## src/rtl/wb_arbiter_pkg.sv

```systemverilog
// Shared constants and the load-result FIFO entry layout for the writeback arbiter.
package wb_arbiter_pkg;

    localparam int REG_AW     = 5;
    localparam int DW_DEFAULT = 32;

    typedef struct packed {
        logic [REG_AW-1:0]     rd;
        logic [DW_DEFAULT-1:0] data;
        logic                  cancelled;
    } wb_entry_t;

endpackage

```

## src/rtl/wb_fifo.sv

```systemverilog
// Load-result FIFO: circular storage with per-entry cancel marking against a
// destination register broadcast by the arbiter.
module wb_fifo
    import wb_arbiter_pkg::*;
#(
    parameter int DW    = DW_DEFAULT,
    parameter int DEPTH = 4
) (
    input  logic                    clk,
    input  logic                    rst,
    input  logic                    push_i,
    input  logic [REG_AW-1:0]       push_rd_i,
    input  logic [DW-1:0]           push_data_i,
    input  logic                    pop_i,
    input  logic                    cancel_i,
    input  logic [REG_AW-1:0]       cancel_rd_i,
    output logic [REG_AW-1:0]       head_rd_o,
    output logic [DW-1:0]           head_data_o,
    output logic                    head_cancelled_o,
    output logic [$clog2(DEPTH):0]  count_o
);

    localparam int PW = $clog2(DEPTH);
    localparam int CW = PW + 1;

    typedef struct packed {
        logic [REG_AW-1:0] rd;
        logic [DW-1:0]     data;
        logic              cancelled;
    } entry_t;

    entry_t         mem_q [DEPTH];
    entry_t         mem_d [DEPTH];
    logic [PW-1:0]  wr_ptr_q, wr_ptr_d;
    logic [PW-1:0]  rd_ptr_q, rd_ptr_d;
    logic [CW-1:0]  count_q, count_d;
    logic           do_push_s;
    logic           do_pop_s;

    assign do_push_s = push_i && (count_q != CW'(DEPTH));
    assign do_pop_s  = pop_i && (count_q != {CW{1'b0}});

    // Next-state storage: write the pushed slot, otherwise accumulate cancel hits
    always_comb begin
        for (int i = 0; i < DEPTH; i++) begin
            mem_d[i] = mem_q[i];
            if (do_push_s && (wr_ptr_q == PW'(i))) begin
                // A load arriving alongside a matching ALU write is already stale
                mem_d[i].rd        = push_rd_i;
                mem_d[i].data      = push_data_i;
                mem_d[i].cancelled = cancel_i && (push_rd_i == cancel_rd_i);
            end else begin
                mem_d[i].cancelled = mem_q[i].cancelled
                                   | (cancel_i && (mem_q[i].rd == cancel_rd_i));
            end
        end
    end

    // Next-state pointers and occupancy; pointers wrap naturally at DEPTH
    always_comb begin
        wr_ptr_d = do_push_s ? (wr_ptr_q + PW'(1)) : wr_ptr_q;
        rd_ptr_d = do_pop_s  ? (rd_ptr_q + PW'(1)) : rd_ptr_q;
        case ({do_push_s, do_pop_s})
            2'b10:   count_d = count_q + CW'(1);
            2'b01:   count_d = count_q - CW'(1);
            default: count_d = count_q;
        endcase
    end

    // FIFO state registers
    always_ff @(posedge clk or posedge rst) begin
        if (rst) begin
            for (int i = 0; i < DEPTH; i++) begin
                mem_q[i] <= '0;
            end
            wr_ptr_q <= {PW{1'b0}};
            rd_ptr_q <= {PW{1'b0}};
            count_q  <= {CW{1'b0}};
        end else begin
            for (int i = 0; i < DEPTH; i++) begin
                mem_q[i] <= mem_d[i];
            end
            wr_ptr_q <= wr_ptr_d;
            rd_ptr_q <= rd_ptr_d;
            count_q  <= count_d;
        end
    end

    assign head_rd_o        = mem_q[rd_ptr_q].rd;
    assign head_data_o      = mem_q[rd_ptr_q].data;
    assign head_cancelled_o = mem_q[rd_ptr_q].cancelled;
    assign count_o          = count_q;

endmodule

```

## src/rtl/wb_arbiter.sv

```systemverilog
// Writeback arbiter: ALU results take the register-file port, queued loads fill idle
// cycles. Define WB_STALL_CNT_EN to add the stall_cnt port and counter.
module wb_arbiter
    import wb_arbiter_pkg::*;
#(
    parameter int DW    = DW_DEFAULT,
    parameter int DEPTH = 4
) (
    input  logic                    clk,
    input  logic                    rst,
    input  logic                    alu_valid,
    input  logic [REG_AW-1:0]       alu_rd,
    input  logic [DW-1:0]           alu_data,
    input  logic                    ld_valid,
    output logic                    ld_ready,
    input  logic [REG_AW-1:0]       ld_rd,
    input  logic [DW-1:0]           ld_data,
    output logic                    RegWrite,
    output logic [REG_AW-1:0]       A3,
    output logic [DW-1:0]           WD3,
`ifdef WB_STALL_CNT_EN
    output logic [15:0]             stall_cnt,
`endif
    output logic [$clog2(DEPTH):0]  fifo_count
);

    localparam int CW = $clog2(DEPTH) + 1;

    logic [CW-1:0]     count_s;
    logic              pop_s;
    logic [REG_AW-1:0] head_rd_s;
    logic [DW-1:0]     head_data_s;
    logic              head_cancelled_s;

    logic              we_q, we_d;
    logic [REG_AW-1:0] a3_q, a3_d;
    logic [DW-1:0]     wd_q, wd_d;

    assign ld_ready = (count_s != CW'(DEPTH));
    assign pop_s    = !alu_valid && (count_s != {CW{1'b0}});

    wb_fifo #(
        .DW    (DW),
        .DEPTH (DEPTH)
    ) u_fifo (
        .clk              (clk),
        .rst              (rst),
        .push_i           (ld_valid),
        .push_rd_i        (ld_rd),
        .push_data_i      (ld_data),
        .pop_i            (pop_s),
        .cancel_i         (alu_valid),
        .cancel_rd_i      (alu_rd),
        .head_rd_o        (head_rd_s),
        .head_data_o      (head_data_s),
        .head_cancelled_o (head_cancelled_s),
        .count_o          (count_s)
    );

    // Port selection: ALU first, then FIFO head; x0 and cancelled writes are suppressed
    always_comb begin
        we_d = 1'b0;
        a3_d = a3_q;
        wd_d = wd_q;
        if (alu_valid) begin
            we_d = (alu_rd != {REG_AW{1'b0}});
            a3_d = alu_rd;
            wd_d = alu_data;
        end else if (pop_s) begin
            we_d = (head_rd_s != {REG_AW{1'b0}}) && !head_cancelled_s;
            a3_d = head_rd_s;
            wd_d = head_data_s;
        end else begin
            we_d = 1'b0;
            a3_d = a3_q;
            wd_d = wd_q;
        end
    end

    // Registered register-file write port
    always_ff @(posedge clk or posedge rst) begin
        if (rst) begin
            we_q <= 1'b0;
            a3_q <= {REG_AW{1'b0}};
            wd_q <= {DW{1'b0}};
        end else begin
            we_q <= we_d;
            a3_q <= a3_d;
            wd_q <= wd_d;
        end
    end

    assign RegWrite   = we_q;
    assign A3         = a3_q;
    assign WD3        = wd_q;
    assign fifo_count = count_s;

`ifdef WB_STALL_CNT_EN
    logic [15:0] stall_q, stall_d;

    // Saturating count of cycles a queued load is held off by the ALU
    always_comb begin
        if (alu_valid && (count_s != {CW{1'b0}}) && (stall_q != 16'hFFFF)) begin
            stall_d = stall_q + 16'd1;
        end else begin
            stall_d = stall_q;
        end
    end

    // Stall counter register
    always_ff @(posedge clk or posedge rst) begin
        if (rst) begin
            stall_q <= 16'd0;
        end else begin
            stall_q <= stall_d;
        end
    end

    assign stall_cnt = stall_q;
`endif

endmodule

```

## config.mk

```make
export PLATFORM = sky130hd
export DESIGN_NAME = wb_arbiter
export DESIGN_NICKNAME = d
export VERILOG_FILES = /design/src/rtl/wb_arbiter_pkg.sv /design/src/rtl/wb_fifo.sv /design/src/rtl/wb_arbiter.sv
export SDC_FILE = /design/constraint.sdc
export NUM_CORES = 1
export LEC_CHECK = 0
export ABC_CLOCK_PERIOD_IN_PS = 15600
export CELL_PAD_IN_SITES_DETAIL_PLACEMENT = 1
export CELL_PAD_IN_SITES_GLOBAL_PLACEMENT = 1
export CORE_UTILIZATION = 30
export DETAILED_ROUTE_END_ITERATION = 8
export GPL_TIMING_DRIVEN = 0
export PLACE_DENSITY_LB_ADDON = 0.1
export SYNTH_ARGS = -nofsm -noshare
export SYNTH_HDL_FRONTEND = slang
export SYNTH_SLANG_ARGS = --single-unit
```

## constraint.sdc

```tcl
create_clock -name clk -period 15.6 [get_ports clk]
set_clock_uncertainty 0.05 [all_clocks]
set_input_delay 3.12 -clock clk [delete_from_list [all_inputs] [get_ports clk]]
set_output_delay 3.12 -clock clk [all_outputs]
set_load 0.02 [all_outputs]
```

## After elaboration in Yosys (flattened, before gate mapping)

Index checks and enable logic that the tools add are counted.

- Register bits: 197
- Input port bits: 78

- Bitwise logic cells: 5
- Reductions and logical operators: 21
- Muxes and demuxes: 14
- Add/sub/neg operators: 4
- Equality and inequality tests: 11
- Magnitude comparators: 1

Operator list:

| kind | count |
|---|---|
| $bmux 38 s2 | 1 |
| $mux 38 | 2 |
| $mux 32 | 2 |
| $eq 5x5->1 | 5 |
| $logic_and 1x1->1 | 13 |
| $mux 5 | 2 |
| $reduce_bool 5->1 | 2 |
| $eq 2x2->1 const B | 3 |
| $mux 1 | 6 |
| $pmux 3 s2 | 1 |
| $add 2x1->2 const B | 2 |
| $eq 2x1->1 const B | 2 |
| $or 1x1->1 | 4 |
| $reduce_bool 2->1 | 2 |
| $add 3x1->3 const B | 1 |
| $ge 3x3->1 const B | 1 |
| $ne 3x3->1 const B | 1 |
| $not 2->3 | 1 |
| $reduce_bool 3->1 | 1 |
| $sub 3x1->3 const B | 1 |
| $logic_not 1->1 | 2 |
| $logic_not 2->1 | 1 |

## Logic depth before layout (Yosys ltp)

Gate-level depths: netlist of the first run.

- Word-level depth: 8
- Mapped depth: 10

## By module

A second synthesis of the first run with hierarchy kept.

- Cell total of the unflattened synthesis: 612
- Area, all modules: 9517.9 sq um

By module, submodules not included:

| module | cells an instance | sequential area each (sq um) | instances | area an instance (sq um) |
|---|---|---|---|---|
| wb_fifo | 445 | 3978.8 | 1 | 7729.9 |
| wb_arbiter | 167 | 950.9 | 1 | 1788.0 |

## Least setup slack after synthesis of the first run

Ideal clock, no wire load.

- Path type: input port to flip-flop
- From: input alu_valid
- To: register u_fifo.count_q[2] (netlist: u_fifo.count_o[2])
- Stages: 8
- Path slack: 10.808 ns
- Buffers on the path: 1
- Arrival time: 4.662 ns
- Path through: buf_2 -> nor2_1 -> ha_1 -> inv_1 -> fa_1 -> xor2_1 -> nor2_1 -> xor2_1

- Word-level cells in the longest chain between the ends: 5
- Elaborated cells between the ends (all ways): 7
- Classes of those cells: eq/ne (2); mux (1); reduce/logical (4)

RTL lines:

| item | RTL line | text |
|---|---|---|
| from (decl) | wb_arbiter.sv:11 | `input logic alu_valid,` |
| $logic_not 1->1 * | wb_arbiter.sv:40 | `assign pop_s = !alu_valid && (count_s != {CW{1'b0}});` |
| $logic_and 1x1->1 * | wb_arbiter.sv:40 |  |
| $logic_and 1x1->1 * | wb_fifo.sv:41 | `assign do_pop_s = pop_i && (count_q != {CW{1'b0}});` |
| named net u_fifo.do_pop_s | wb_fifo.sv:38 | `logic do_pop_s;` |
| $eq 2x1->1 or $eq 2x2->1 (tied branches) | wb_fifo.sv:63 | `case ({do_push_s, do_pop_s})` |
| $pmux 3 s2 or $reduce_bool 2->1 (tied branches) | - |  |
| to (signal assigned) | wb_fifo.sv:78 | `count_q <= {CW{1'b0}};` |
| to (signal assigned) | wb_fifo.sv:85 | `count_q <= count_d;` |
| to (decl) | wb_fifo.sv:36 | `logic [CW-1:0] count_q, count_d;` |

The timed path passes the listed nets; every way through them passes the cells marked *.
A chain may end at the register's enable or synchronous reset.

## Final worst setup path of the first run

- From: input alu_valid
- To: register wd_q[0] (netlist: WD3[0])

- Word-level cells in the longest chain between the ends: 3
- Elaborated cells between the ends (all ways): 4
- Classes of those cells: mux (1); reduce/logical (3)

RTL lines:

| item | RTL line | text |
|---|---|---|
| $logic_not 1->1 | wb_arbiter.sv:40 |  |
| $logic_and 1x1->1 | wb_arbiter.sv:40 |  |
| $reduce_bool 2->1 (no source line) | - |  |
| to (signal assigned) | wb_arbiter.sv:85 | `wd_q <= {DW{1'b0}};` |
| to (signal assigned) | wb_arbiter.sv:89 | `wd_q <= wd_d;` |
| to (decl) | wb_arbiter.sv:37 | `logic [DW-1:0] wd_q, wd_d;` |

Several ways; a longest one is shown, not always the timed one.

==> results of run 1 <==
## routing by layer
metal	routed length [um]	up-vias
met3	741	21
met1	10500	2944
met4	251	0
met2	12100	98
met5	0	-
li1	-	2458
## layout make-up
type | instances | area, um^2
plain buffers | 42 | 280
well taps | 390 | 488
clock inverters | 12 | 121
clock buffers | 19 | 433
repair buffers | 114 | 1160
multi-input cells | 358 | 3750
inverters | 12 | 52.6
flip-flops and latches | 197 | 4930
fillers | 3042 | 18300
## where the power goes
group          switching (mW)  internal, mW  leakage (nW)
logic                   0.433         0.524          2.05
clock network           0.202         0.223         0.256
registers               0.149         0.772          2.35
## kinds of logic after synthesis
family                   after synthesis
buffers and inverters                 54
multiplexers                         223
AND/OR/NAND/NOR                       54
adder cells (fa/ha/maj)                6
AO/OA/AOI/OAI                         44
XOR/XNOR                              31
flip-flops                           197
## layout by cell type, fill, tap and decap left out, types with 5 or more instances in the layout
| cell type | n |
|---|---|
| clkbuf_1 | 15 |
| clkbuf_16 | 17 |
| mux2_2 | 72 |
| a222oi_1 | 5 |
| mux2i_1 | 37 |
| mux4_2 | 38 |
| buf_6 | 13 |
| clkinvlp_4 | 5 |
| xnor2_1 | 8 |
| inv_1 | 11 |
| dfrtp_1 | 197 |
| nand2_1 | 34 |
| nor4_1 | 6 |
| ha_1 | 5 |
| buf_2 | 8 |
| o21ai_0 | 32 |
| xor2_1 | 23 |
| mux2_1 | 76 |
| clkdlybuf4s50_1 | 113 |
## registers in the layout, summed over array words and instances (netlist names)
name,count
u_fifo.count_o,3
u_fifo.wr_ptr_q,2
A3,5
WD3,32
u_fifo.mem_q,152
u_fifo.rd_ptr_q,2
RegWrite,1
## how the worst min path moves through the flow
| stage | from | endpoint |
|---|---|---|
| after CTS | WD3[7] | WD3[7] |
| after global placement | WD3[13] | WD3[13] |
| after global routing | u_fifo.mem_q[87] | u_fifo.mem_q[87] |
| after detailed placement | WD3[7] | WD3[7] |
| final | WD3[10] | WD3[10] |
| after floorplan | u_fifo.mem_q[48] | u_fifo.mem_q[48] |
## per-stage QoR
stage                     hold WS [ps]  setup WS (ps)  cells  total power [mW]  cell area [um^2]
after global routing               455           9860   1144              2.46             11200
after CTS                          442           9930   1144              2.35             11200
final                              432          10040   1144              2.30             11200
after detailed placement           423           9480   1113              1.91             10700
after global placement             413           4570   1112              1.86             10600
after floorplan                    409           7060    609              1.55              9010
## tightest hold or removal path: cells and delay by family, from the launching register on
family           cells  cell delay (ps)
AO/OA/AOI/OAI        1               60
flip-flops           1              340
AND/OR/NAND/NOR      1               40
==> results_dict.tcl, run 1 <==
set metrics [dict create \
    drt_wl_total_um 23500 \
    ir_worst_vdd_uv 85.7 \
    drt_first_pass_iters 6 \
    track_usage_pct 16.3 \
    grt_overflow 0 \
    num_vias 5521 \
    synth_edf_count 0 \
    post_cts_buffers 0 \
    busiest_layer "met2" \
    finalHoldViolCount 0 \
    cts_tree "built" \
    cts_root_buf "clkbuf_16" \
    cts_hold_buf 0 \
    ff2ff_setup_slack_ps 12480 \
    use_met1_pct 21.1 \
    tightest_slew_ps 1280 \
    synthArstFlopShare_pct 100 \
    synthFlopType "dfrtp_1" \
    grt_pass1_wl_um 37600 \
    synth_xor_area_share_pct 3.01 \
    finalSetupTns_ps 0 \
    area_growth_pct 24.5 \
    die_w_um 175 \
    final_core_utilization_pct 38.0 \
    grtUsageMet3_pct 2.73 \
    finalCriticalPeriod_ps 5560 \
    clk_pin_slew_ps 70 \
    cap_viol_max_count 0 \
    grt_max_degree 115 \
    slowest_stage "nor4_2" \
    worst-r2r-cell-count 5 \
    synth_most_common_cell "dfrtp_1" \
    synth_compound_area_share_pct 2.85 \
    required_ps 15880 \
    relSlewSlack_pct 14.1 \
    fp.dieH_um 175 \
    row_count 63 \
    p_leak_nw 4.66 \
    antenna_found_initial 0 \
    power_density_mw_per_mm2 205 \
    synth_fa_ha_area_share_pct 0.917 \
    cts_made_buffers 17 \
    synth_cell_type_count 31 \
    status "finished, final reports clean" \
    worst_path_dominant_cell_family "buffers and inverters" \
    synth_top_area_share_pct 54.7 \
    rsz0062_at_grt "false" \
    synth_area_leaders "dfrtp_1 (55%), mux2_1 (9.5%), mux4_2 (9.5%)" \
    r2r-end "WD3[0]" \
    yosysWarnings 0 \
    synth.avg_cell_area_um2 14.8 \
    netlist_area_mm2 0.00901 \
    yosys-top-cells-count "dfrtp_1 (197), mux2_1 (76), mux2_2 (72)" \
    min_path_type "flip-flop to flip-flop" \
    routedWlPerCell_um 20.6 \
    end_kind "flip-flop" \
    drcViolationCount 0 \
    syn_nets 693 \
    crit_path_cell_trace "buf_2, nor4_2, clkbuf_1, buf_1, nand2_1, o21ai_0" \
    core_area_mm2 0.0296 \
    start_util_pct 30.5 \
    vias_per_cell 4.83 \
    drt_first_iter_violations 228 \
    critPathLaunch "alu_valid" \
    clock_sink_count 197 \
    syn_inst 609 \
    final_antenna_net_count 0 \
    gr-usage-met2_pct 28.3 \
    first_global_vias 6342 \
    crit_end "WD3[0]" \
    dieArea_mm2 0.0307 \
    fin_nets 826 \
    drive_above_1_share_pct 22.7 \
    pin_count 120 \
    setup_viol 0 \
    finalMaxSlewViolations 0 \
    gp_congestion 0.788 \
    yosys.area_share.simple_pct 2.79 \
    antennaDiodeCount 0 \
    timing.final.crit_share_pct 35.6 \
    synth_seq_cells 197 \
    fmax_mhz 180 \
    cp.arrival_ps 5840 \
    critical_path_class "input port to flip-flop" \
    cp.depth 6 \
    synthMuxAreaShare_pct 32.1 \
    synth_top_family_by_area "multiplexers" \
    io_buffers 113 \
    path_max_fanout 10 \
    path_buf_inv 3 \
    synth_top_cell_by_area "dfrtp_1" \
    ctsLongestPathBuffers 2 \
    htree_levels 4 \
    cp-start-kind "input port" \
    crit-reg2reg-launch "u_fifo.count_o[1]" \
    post-dp-hpwl_um 16600 \
    cts_resized 0 \
    whs_path_depth 2 \
    max_stage_delay_ps 1060 \
    ys_seq_area_share_pct 54.7 \
    insertion_delay_ps 430 \
]
(Power assumes the default switching activity.)
==> run 2: changes to the inputs <==
- ABC_CLOCK_PERIOD_IN_PS: 15600 -> 4700
- clock period: 15.6 -> 4.7 ns (I/O delays scaled with it)
==> results_dict.tcl, run 2 (same netlist as run 1, synthesis figures left out) <==
set metrics [dict create \
    final_core_utilization_pct 38.3 \
    final_cell_mix "dfrtp_1 (197), clkdlybuf4s50_1 (113), mux2_1 (76), mux2_2 (72), mux4_2 (38)" \
    ctsLongestPathBuffers 2 \
    drt_first_iter_violations 190 \
    ir_worst_vdd_uv 229 \
    min_from "WD3[13]" \
    whs_path_depth 2 \
    cp-start-kind "input port" \
    fillers 3070 \
    die_w_um 175 \
    insertion_delay_ps 430 \
    cts_made_buffers 17 \
    fp.dieH_um 175 \
    layout_commonest_cell "dfrtp_1" \
    use_met1_pct 22.1 \
    first_global_vias 6527 \
    busiest_layer "met2" \
    cts_resized 0 \
    routedWlPerCell_um 21.1 \
    vias_per_cell 4.80 \
    io_buffers 113 \
    grt_pass1_wl_um 38800 \
    row_count 63 \
    cts_hold_buf 0 \
    power_density_mw_per_mm2 686 \
    hold_ws_ps 431 \
    finalCriticalPeriod_ps 3200 \
    dieArea_mm2 0.0307 \
    cap_viol_max_count 0 \
    r2r-end "WD3[1]" \
    crit_path_cell_trace "buf_2, nor4_2, clkbuf_1, buf_1, nand2_1, o21ai_0" \
    drive_above_1_share_pct 23.3 \
    largest-register "u_fifo.mem_q" \
    rsz0062_at_grt "false" \
    max_stage_delay_ps 880 \
    track_usage_pct 16.8 \
    status "finished, final reports clean" \
    critical_path_class "input port to flip-flop" \
    drt_wl_total_um 24300 \
    antennaDiodeCount 0 \
    slowest_stage "nor4_2" \
    critPathLaunch "alu_valid" \
    cts_tree "built" \
    ff2ff_setup_slack_ps 1760 \
    cp.arrival_ps 3490 \
    post_cts_buffers 0 \
    cts_root_buf "clkbuf_16" \
    grt_max_degree 42 \
    pin_count 120 \
    num_vias 5513 \
    final_antenna_net_count 0 \
    fmax_mhz 312 \
    worst-r2r-cell-count 5 \
    gp_congestion 0.814 \
    core_area_mm2 0.0296 \
    setup_viol 0 \
    path_max_fanout 10 \
    min_path_type "flip-flop to flip-flop" \
    required_ps 4990 \
    crit-reg2reg-launch "u_fifo.count_o[1]" \
    fin_nets 830 \
    p_leak_nw 4.72 \
    timing.final.crit_share_pct 68.1 \
    post-dp-hpwl_um 17400 \
    relSlewSlack_pct 31.3 \
    drt_first_pass_iters 5 \
    drcViolationCount 0 \
    grt_overflow 0 \
    tightest_slew_ps 1020 \
    min_to "WD3[13]" \
    finalHoldViolCount 0 \
    grtUsageMet3_pct 2.97 \
    htree_levels 4 \
    clock_sink_count 197 \
    start_util_pct 30.5 \
    antenna_found_initial 0 \
    area_growth_pct 25.7 \
    largest_reg_flops 152 \
    finalMaxSlewViolations 0 \
    clk_pin_slew_ps 70 \
    gr-usage-met2_pct 28.6 \
    end_kind "flip-flop" \
]
[run 2: changes by cell type in the layout (fill, tap and decap cells not counted)]
cell        before  now
clkinvlp_4       5    3
bufinv_16        1    2
inv_6            3    4
clkbuf_1        15   14
inv_8            3    1
clkinv_4         0    1
clkinv_2         1    2
buf_12           0    5
buf_16           1    0
clkbuf_8         0    2
[run 2: per-stage QoR]
step	std cells	cell area, um^2	power, mW	setup slack (ps)	TNS [ps]
after global routing	1149	11300	8.29	1280	0
final	1149	11300	7.77	1500	0
after global placement	1112	10600	6.19	-351	-65390
after CTS	1149	11300	7.92	1380	0
after detailed placement	1117	10700	6.38	927	0
after floorplan	609	9010	5.16	1160	0
[run 2: layout make-up]
cell class | instances | area (um^2) | share of cell area [%]
Clock buffer | 20 | 457 | 4.03
Multi-Input combinational cell | 358 | 3750 | 33.1
Inverter | 12 | 48.8 | 0.431
Sequential cell | 197 | 4930 | 43.5
Buffer | 42 | 280 | 2.47
Tap cell | 390 | 488 | 4.31
Clock inverter | 12 | 140 | 1.24
Timing Repair Buffer | 118 | 1230 | 10.9
[run 2: per-layer routing]
layer  part of all wire [%]  wire [um]
met4                    1.2        291
met5                      0          0
met2                     51      12300
met1                     46      11100
met3                    2.5        597
[run 2: worst max-delay path by stage]
stage / cells past startpoint / slack (ps) / end
global placement: 2 / -350 / A3[0]
global route: 6 / 1280 / WD3[4]
finish: 6 / 1500 / WD3[1]
detailed placement: 6 / 930 / WD3[1]
CTS: 6 / 1380 / WD3[1]
floorplan: 1 / 1160 / A3[0]
[run 2: power breakdown]
group | total, mW | internal [mW] | switching (mW)
clock | 1.51 | 0.824 | 0.683
sequential | 3.07 | 2.56 | 0.502
combinational | 3.20 | 1.75 | 1.45
[run 2: critical path: cells and delay by family]
| kind | cells | cell delay, ps |
|---|---|---|
| AND/OR/NAND/NOR | 2 | 990 |
| buffers and inverters | 3 | 1440 |
| AO/OA/AOI/OAI | 1 | 110 |
